--- src/rtl/branch_predictor.sv ---
// Bimodal 2-bit-counter branch predictor: predicts in Decode, resolves in Execute.
// Define BP_GSHARE_EN to XOR a non-speculative global history register into the PHT index.
module branch_predictor #(
    parameter int         PHT_INDEX_W = 6,
    parameter logic [1:0] PHT_INIT    = 2'b01
) (
    input  logic        clk,
    input  logic        resetn,
    input  logic        branchD,
    input  logic [31:0] pcD,
    input  logic [31:0] pc_plus4D,
    input  logic [31:0] branch_targetD,
    input  logic        stallD,
    input  logic        flushE,
    input  logic        actual_takenE,
    output logic        pred_takenD,
    output logic        predict_wrong,
    output logic [31:0] correct_pcE
);

    localparam int PHT_SIZE = 1 << PHT_INDEX_W;

    logic [1:0]             pht [PHT_SIZE];
    logic [PHT_INDEX_W-1:0] idx_d;
    logic [PHT_INDEX_W-1:0] idx_e;
    logic                   valid_e;
    logic                   pred_taken_e;
    logic [31:0]            target_e;
    logic [31:0]            pc_plus4_e;
    logic [1:0]             ctr_cur;
    logic [1:0]             ctr_next;
    logic                   unused_pc_bits;

    assign unused_pc_bits = ^{pcD[31:PHT_INDEX_W+2], pcD[1:0]};

`ifdef BP_GSHARE_EN
    logic [PHT_INDEX_W-1:0] ghr;

    assign idx_d = pcD[PHT_INDEX_W+1:2] ^ ghr;

    // History only advances on resolved branches, so it never needs repair after a flush
    always_ff @(posedge clk or negedge resetn) begin
        if (!resetn) begin
            ghr <= '0;
        end else if (valid_e) begin
            ghr <= {ghr[PHT_INDEX_W-2:0], actual_takenE};
        end
    end
`else
    assign idx_d = pcD[PHT_INDEX_W+1:2];
`endif

    assign pred_takenD = branchD & pht[idx_d][1];

    assign predict_wrong = valid_e & (actual_takenE != pred_taken_e);
    assign correct_pcE   = actual_takenE ? target_e : pc_plus4_e;

    assign ctr_cur = pht[idx_e];

    always_comb begin
        ctr_next = ctr_cur;
        if (actual_takenE) begin
            if (ctr_cur != 2'b11) begin
                ctr_next = ctr_cur + 2'd1;
            end
        end else begin
            if (ctr_cur != 2'b00) begin
                ctr_next = ctr_cur - 2'd1;
            end
        end
    end

    // Training ignores flushE/stallD: a branch sitting in E has resolved regardless
    always_ff @(posedge clk or negedge resetn) begin
        if (!resetn) begin
            for (int i = 0; i < PHT_SIZE; i++) begin
                pht[i] <= PHT_INIT;
            end
        end else if (valid_e) begin
            pht[idx_e] <= ctr_next;
        end
    end

    always_ff @(posedge clk or negedge resetn) begin
        if (!resetn) begin
            valid_e      <= 1'b0;
            pred_taken_e <= 1'b0;
            idx_e        <= '0;
            target_e     <= '0;
            pc_plus4_e   <= '0;
        end else if (flushE) begin
            valid_e      <= 1'b0;
            pred_taken_e <= 1'b0;
        end else if (stallD) begin
            valid_e <= 1'b0;
        end else begin
            valid_e      <= branchD;
            pred_taken_e <= pred_takenD;
            idx_e        <= idx_d;
            target_e     <= branch_targetD;
            pc_plus4_e   <= pc_plus4D;
        end
    end

endmodule
--- config.mk ---
export PLATFORM = sky130hd
export DESIGN_NAME = branch_predictor
export DESIGN_NICKNAME = d
export VERILOG_FILES = /design/src/rtl/branch_predictor.sv
export SDC_FILE = /design/constraint.sdc
export NUM_CORES = 1
export LEC_CHECK = 0
export BUFFER_PORTS_ARGS = -buffer_cell sky130_fd_sc_hd__buf_2
export CAP_MARGIN = 5
export CORE_AREA = 3 3 171 173
export CTS_CLUSTER_DIAMETER = 60
export CTS_CLUSTER_SIZE = 10
export DETAILED_ROUTE_END_ITERATION = 6
export DIE_AREA = 0 0 174 176
export SYNTH_ARGS = -nofsm -noshare
export SYNTH_HDL_FRONTEND = slang
export SYNTH_SLANG_ARGS = --single-unit
--- constraint.sdc ---
create_clock -name clk -period 2.92 [get_ports clk]
set_clock_uncertainty 0.1 [all_clocks]
set_input_delay 0.292 -clock clk [delete_from_list [all_inputs] [get_ports clk]]
set_output_delay 0.292 -clock clk [all_outputs]
set_load 0.1 [all_outputs]
### Yosys cells after proc, flatten, opt, wreduce, memory -nomap -nowiden

Cells that the tools add are included.

* bits of input ports: 102
* register bits: 200
* output and inout bits: 34
* word-level logic and storage cells: 103

* multiplexer cells: 17
* reduce and logical (&&, ||, !) cells: 3
* $lt $le $gt $ge: 3
* equality and inequality tests: 3
* $add $sub $neg: 2
* bitwise logic cells: 6

Operators with widths (number)
* 128-bit bitwise mux: 1
* 32-bit 2-to-1 mux: 1
* 2-bit binary-select mux with 6-bit select: 2
* 2-bit 2-to-1 mux: 8
* 7-bit >= comparator (second input constant): 2
* 6-bit NOT with 7-bit output: 2
* 2-bit demux with 6-bit select: 1
* 7-bit by 1-bit less-than comparator with 1-bit output (second input constant): 1
* 1-bit 2-to-1 mux: 4
* 2-bit by 1-bit adder with 2-bit output (second input constant): 1
* 1-bit AND: 2
* 2-bit by 1-bit inequality test with 1-bit output (second input constant): 1
* 2-bit inequality test (second input constant): 1
* 1-bit NOT: 2
* 2-bit AND reduction: 1
* 2-bit nonzero test: 1
* 2-bit by 1-bit subtractor with 2-bit output (second input constant): 1
* 1-bit logical AND: 1
* 1-bit inequality test: 1

### Depth between registers and ports, before layout

* depth in word-level cells: 8
* mapped depth: 12
* mapped depth without buffers: 7

### Worst setup path after synthesis

No wires, ideal clock.

* kind: input to output
* start: input pcD[3]
* end: output pred_takenD
* slack: -0.293 ns
* cell stages on the path: 7
* data required time: 2.528 ns
* data arrival time: 2.821 ns
* buffers on the path: 2
* path through: clkbuf_1 > clkbuf_1 > mux4_2 > mux4_2 > mux2_2 > o21ai_0 > nor2_1

* longest elaborated chain between the ends: 5

RTL lines
* start: declaration: line 10 `input logic [31:0] pcD,`
* 6-bit NOT with 7-bit output (not written as such): line 53 `assign pred_takenD = branchD & pht[idx_d][1];`
* 2-bit binary-select mux with 6-bit select: line 53
* 2-bit 2-to-1 mux (not written as such) (2 in series): line 53
* 1-bit AND: line 53
* end: declaration: line 16 `output logic pred_takenD,`

No other way between the ends. The select of a mux whose other input is x is not followed.

### Worst setup path in the final report

* start: register pht[121] (netlist name)
* end: output pred_takenD

* longest elaborated chain between the ends: 4

RTL lines
* start: declaration: line 23 `logic [1:0] pht [PHT_SIZE];`
* start signal: indexed assignment: line 80 `pht[idx_e] <= ctr_next;`
* 2-bit binary-select mux with 6-bit select: line 53
* 2-bit 2-to-1 mux (not written as such) (2 in series): line 53
* 1-bit AND: line 53

No other way between the ends. The select of a mux whose other input is x is not followed.

==> results.md <==
- WL per Instance: around 18 um
- CTS max path bufs: 2
- Tot Pwr: around 9100 uW
- Crit path to: pred_takenD
- Hold Crit Start: stallD
- Antenna Violating Nets Remaining: 0
- RSZ-0062 raised after global routing: yes
- Crit-path max FO: 3
- P&R area growth vs syn: 23.0%
- Relative max-transition margin: 52.3%
- Iter 0 DRT Violations: roughly 400
- Area after DPL: ~12000 sq um
- GPL Wtd Cong: about 0.84
- Ratio of cells with drive above 1 in the final layout: 48.8%
- Dominant cell type by area after synthesis: dfrtp_1
- Leak Pwr: 0.00539 uW
- Setup TNS: -0.0545 ns
- GRT busiest layer: met2
- CP arrival: 2.58 ns
- Area contributors post-synth: dfrtp_1 31%, dfstp_2 15%, mux2_2 11%, a21oi_4 8.8%, mux4_2 8.4%
- Starting Density: slightly below 40%
- Cell Rows: between 60 and 70
- Finish-stage setup viols: 1
- R2r endpoint: pht[30]$_DFFE_PN1P_
- DRC Markers: 0
- Syn nets: 1017
- Synth Register Bits: 200
- Global Route met3 Usage: 3.29%
- GRT Residual Overflow: 0
- Die Wd: 174 um
- Layout Nets: about 1200
- Startpoint types: flip-flop
- Antenna diode count: 0
- Worst-path clk slew: ~0.080 ns
- Die H: between 150 and 200 um
- Async SR Flop Fraction: 100%
- Power density over the cells: approximately 670 nW/um^2
- Clock Tree Root: clkbuf_16
- Worst VDD drop: about 0.39 mV
- Post-Route WL: approximately 27000 um
- Fin area: between 10000 and 15000 sq um
- Via count: 7673
- Mean Syn Cell Area: about 12 sq um
- GRT Overall Usage: 18.0%
- Worst r2r path cells: 8
- Number of global-route vias before repair: roughly 8000
- First-pass GRT wire length: roughly 44000 um
- Met2 usage: between 30% and 40%
- WP data required: roughly 2.5 ns
- CTS Buf Count: 17
- DP HPWL: 18500 um
- Post-Syn Instances: 915
- Clock Sinks: 200
- Post-synth EDFFs: 0
- Worst-margin pin slew: a little over 0.7 ns
- Hold Path Stages: 3
- I/O Buffers: 109
- Reg2reg start: idx_e[0]$_DFFE_PN0P_
- CP startpoint: pht[121]$_DFFE_PN0P_
- Pins Over Slew Limit: 0
- Post-synthesis sequential area ratio: a little under half
- Netlist area before placement: around 11000 sq um
- GR Layer Usage met1: about 24%
- Die Area: between 30000 and 40000 sq um
- Run status: finished with violations
- Setup slack after layout: -0.0545 ns
- Top cell type's share of synthesized area: just over 30%
- CP endpoint kind: output pin
- Maxcap violations: 0
- Critical path class: flip-flop to output pin
- HP Class: input pin to flip-flop
- CTS tree: built
- Largest net degree at the start of global routing: just over 80
- Most common flop cell mapped by yosys: dfrtp_1
- Final hold violations: 0
- # IOs: between 100 and 150
- Core area: 27800 sq um
- Failing checks: negative setup slack
- First-pass DRT Iterations: 6
- H-tree depth reported by CTS: 4
- Initial antenna violation count: 0
- Vias/cell: about 5.1
- Synth Warn #: 0
- R2R Setup Slk: around 0.09 ns
- Clk_lat worst skew: approximately 0.43 ns
- Post-layout min period: a little under 3 ns
- Fin crit share: 102%
- Synth cell types: 52
- Fmax: roughly 0.34 GHz
-- flip-flops by register name, summed over array words and instances (netlist names) --
name	cells
pc_plus4_e	32
idx_e	6
pht	128
target_e	32
valid_e	1
pred_taken_e	1
-- cells by family after synthesis --
kind of cell / count (synthesis) / share of synthesized area [%]
and+or+nand+nor: 332 / 12.8
DFF: 200 / 46.0
muxes: 163 / 20.9
AOI/OAI and AO/OA: 155 / 15.8
buffers and inverters: 62 / 4.11
adders and majority gates: 2 / 0.226
xor gates and xnor gates: 1 / 0.0793
-- layout by cell type (no fill, tap or decap), drive strengths merged, types with 14 or more instances in the layout --
cell type    count
buf            174
nand2          143
dfrtp          136
nor2           136
mux2           106
a21oi           70
o21ai           67
dlygate4sd3     66
dfstp           64
mux4            43
clkbuf          18
mux2i           14
-- cell usage after synthesis, types with 8 or more instances --
master and instances:
dfrtp_1 136, buf_6 11, nor2b_1 9, nor2_1 136
dfstp_2 64, nand2_1 143, mux2_2 106, mux4_2 41
mux2i_1 14, buf_2 8, o21ai_2 58, a21oi_1 10
clkbuf_1 22, buf_1 9, nand3_1 8, a21oi_4 60
-- routing by layer --
layer / share of wire, % / up-vias
met1: 45 / 3886
met3: 2.9 / 21
li1: - / 3642
met4: 1.2 / 0
met5: 0 / -
met2: 51 / 124
-- where the power goes --
part	switching (uW)	leakage (uW)	total (uW)	internal [uW]
Clock	1150	0.000266	2280	1130
Sequential	298	0.00212	3600	3300
Combinational	1950	0.00300	3210	1260
-- how the worst min path moves through the flow --
stage                                 end  slack, ns
3_3_place_gp   pc_plus4_e[26]$_DFFE_PN0P_       0.29
6_report         pred_taken_e$_DFFE_PN0P_       0.09
2_1_floorplan        idx_e[0]$_DFFE_PN0P_      -0.10
4_1_cts          pred_taken_e$_DFFE_PN0P_       0.07
5_1_grt          pred_taken_e$_DFFE_PN0P_       0.09
3_5_place_dp   pc_plus4_e[26]$_DFFE_PN0P_       0.28
-- layout make-up --
class                   count  area [sq um]
inverters                   3          11.3
repair buffers            241          1910
multi-input cells         653          5540
clock inverters            14           133
well taps                 378           473
clock buffers              17           425
fillers                  2508         14200
flip-flops and latches    200          5090
-- what timing repair did --
item,in CTS,in global routing
resized for setup,7,4
pin swaps,1,2
endpoints found under the hold margin,126,0
setup buffers,2,0
endpoints found under the setup margin,2,112
cloned,0,0
hold buffers,66,0
-- critical path: stages, from the launching register on --
cell	delay [ns]
dfrtp_1	0.41
mux4_2	0.48
mux4_2	0.48
mux2_4	0.30
o21ai_4	0.24
nor2_4	0.07
buf_12	0.17
-- metrics by stage --
step / utilization (%) / instances / setup slack [ns] / hold slack [ns]
2_1_floorplan: - / 915 / 0.0851 / -0.104
3_3_place_gp: 44.3 / 1408 / -0.279 / 0.285
3_5_place_dp: 44.3 / 1408 / -0.277 / 0.285
4_1_cts: 48.9 / 1506 / -0.0995 / 0.0688
5_1_grt: 48.9 / 1506 / -0.130 / 0.0886
6_report: 48.9 / 1506 / -0.0545 / 0.0868
No activity file was read; power rests on OpenSTA's default activity.
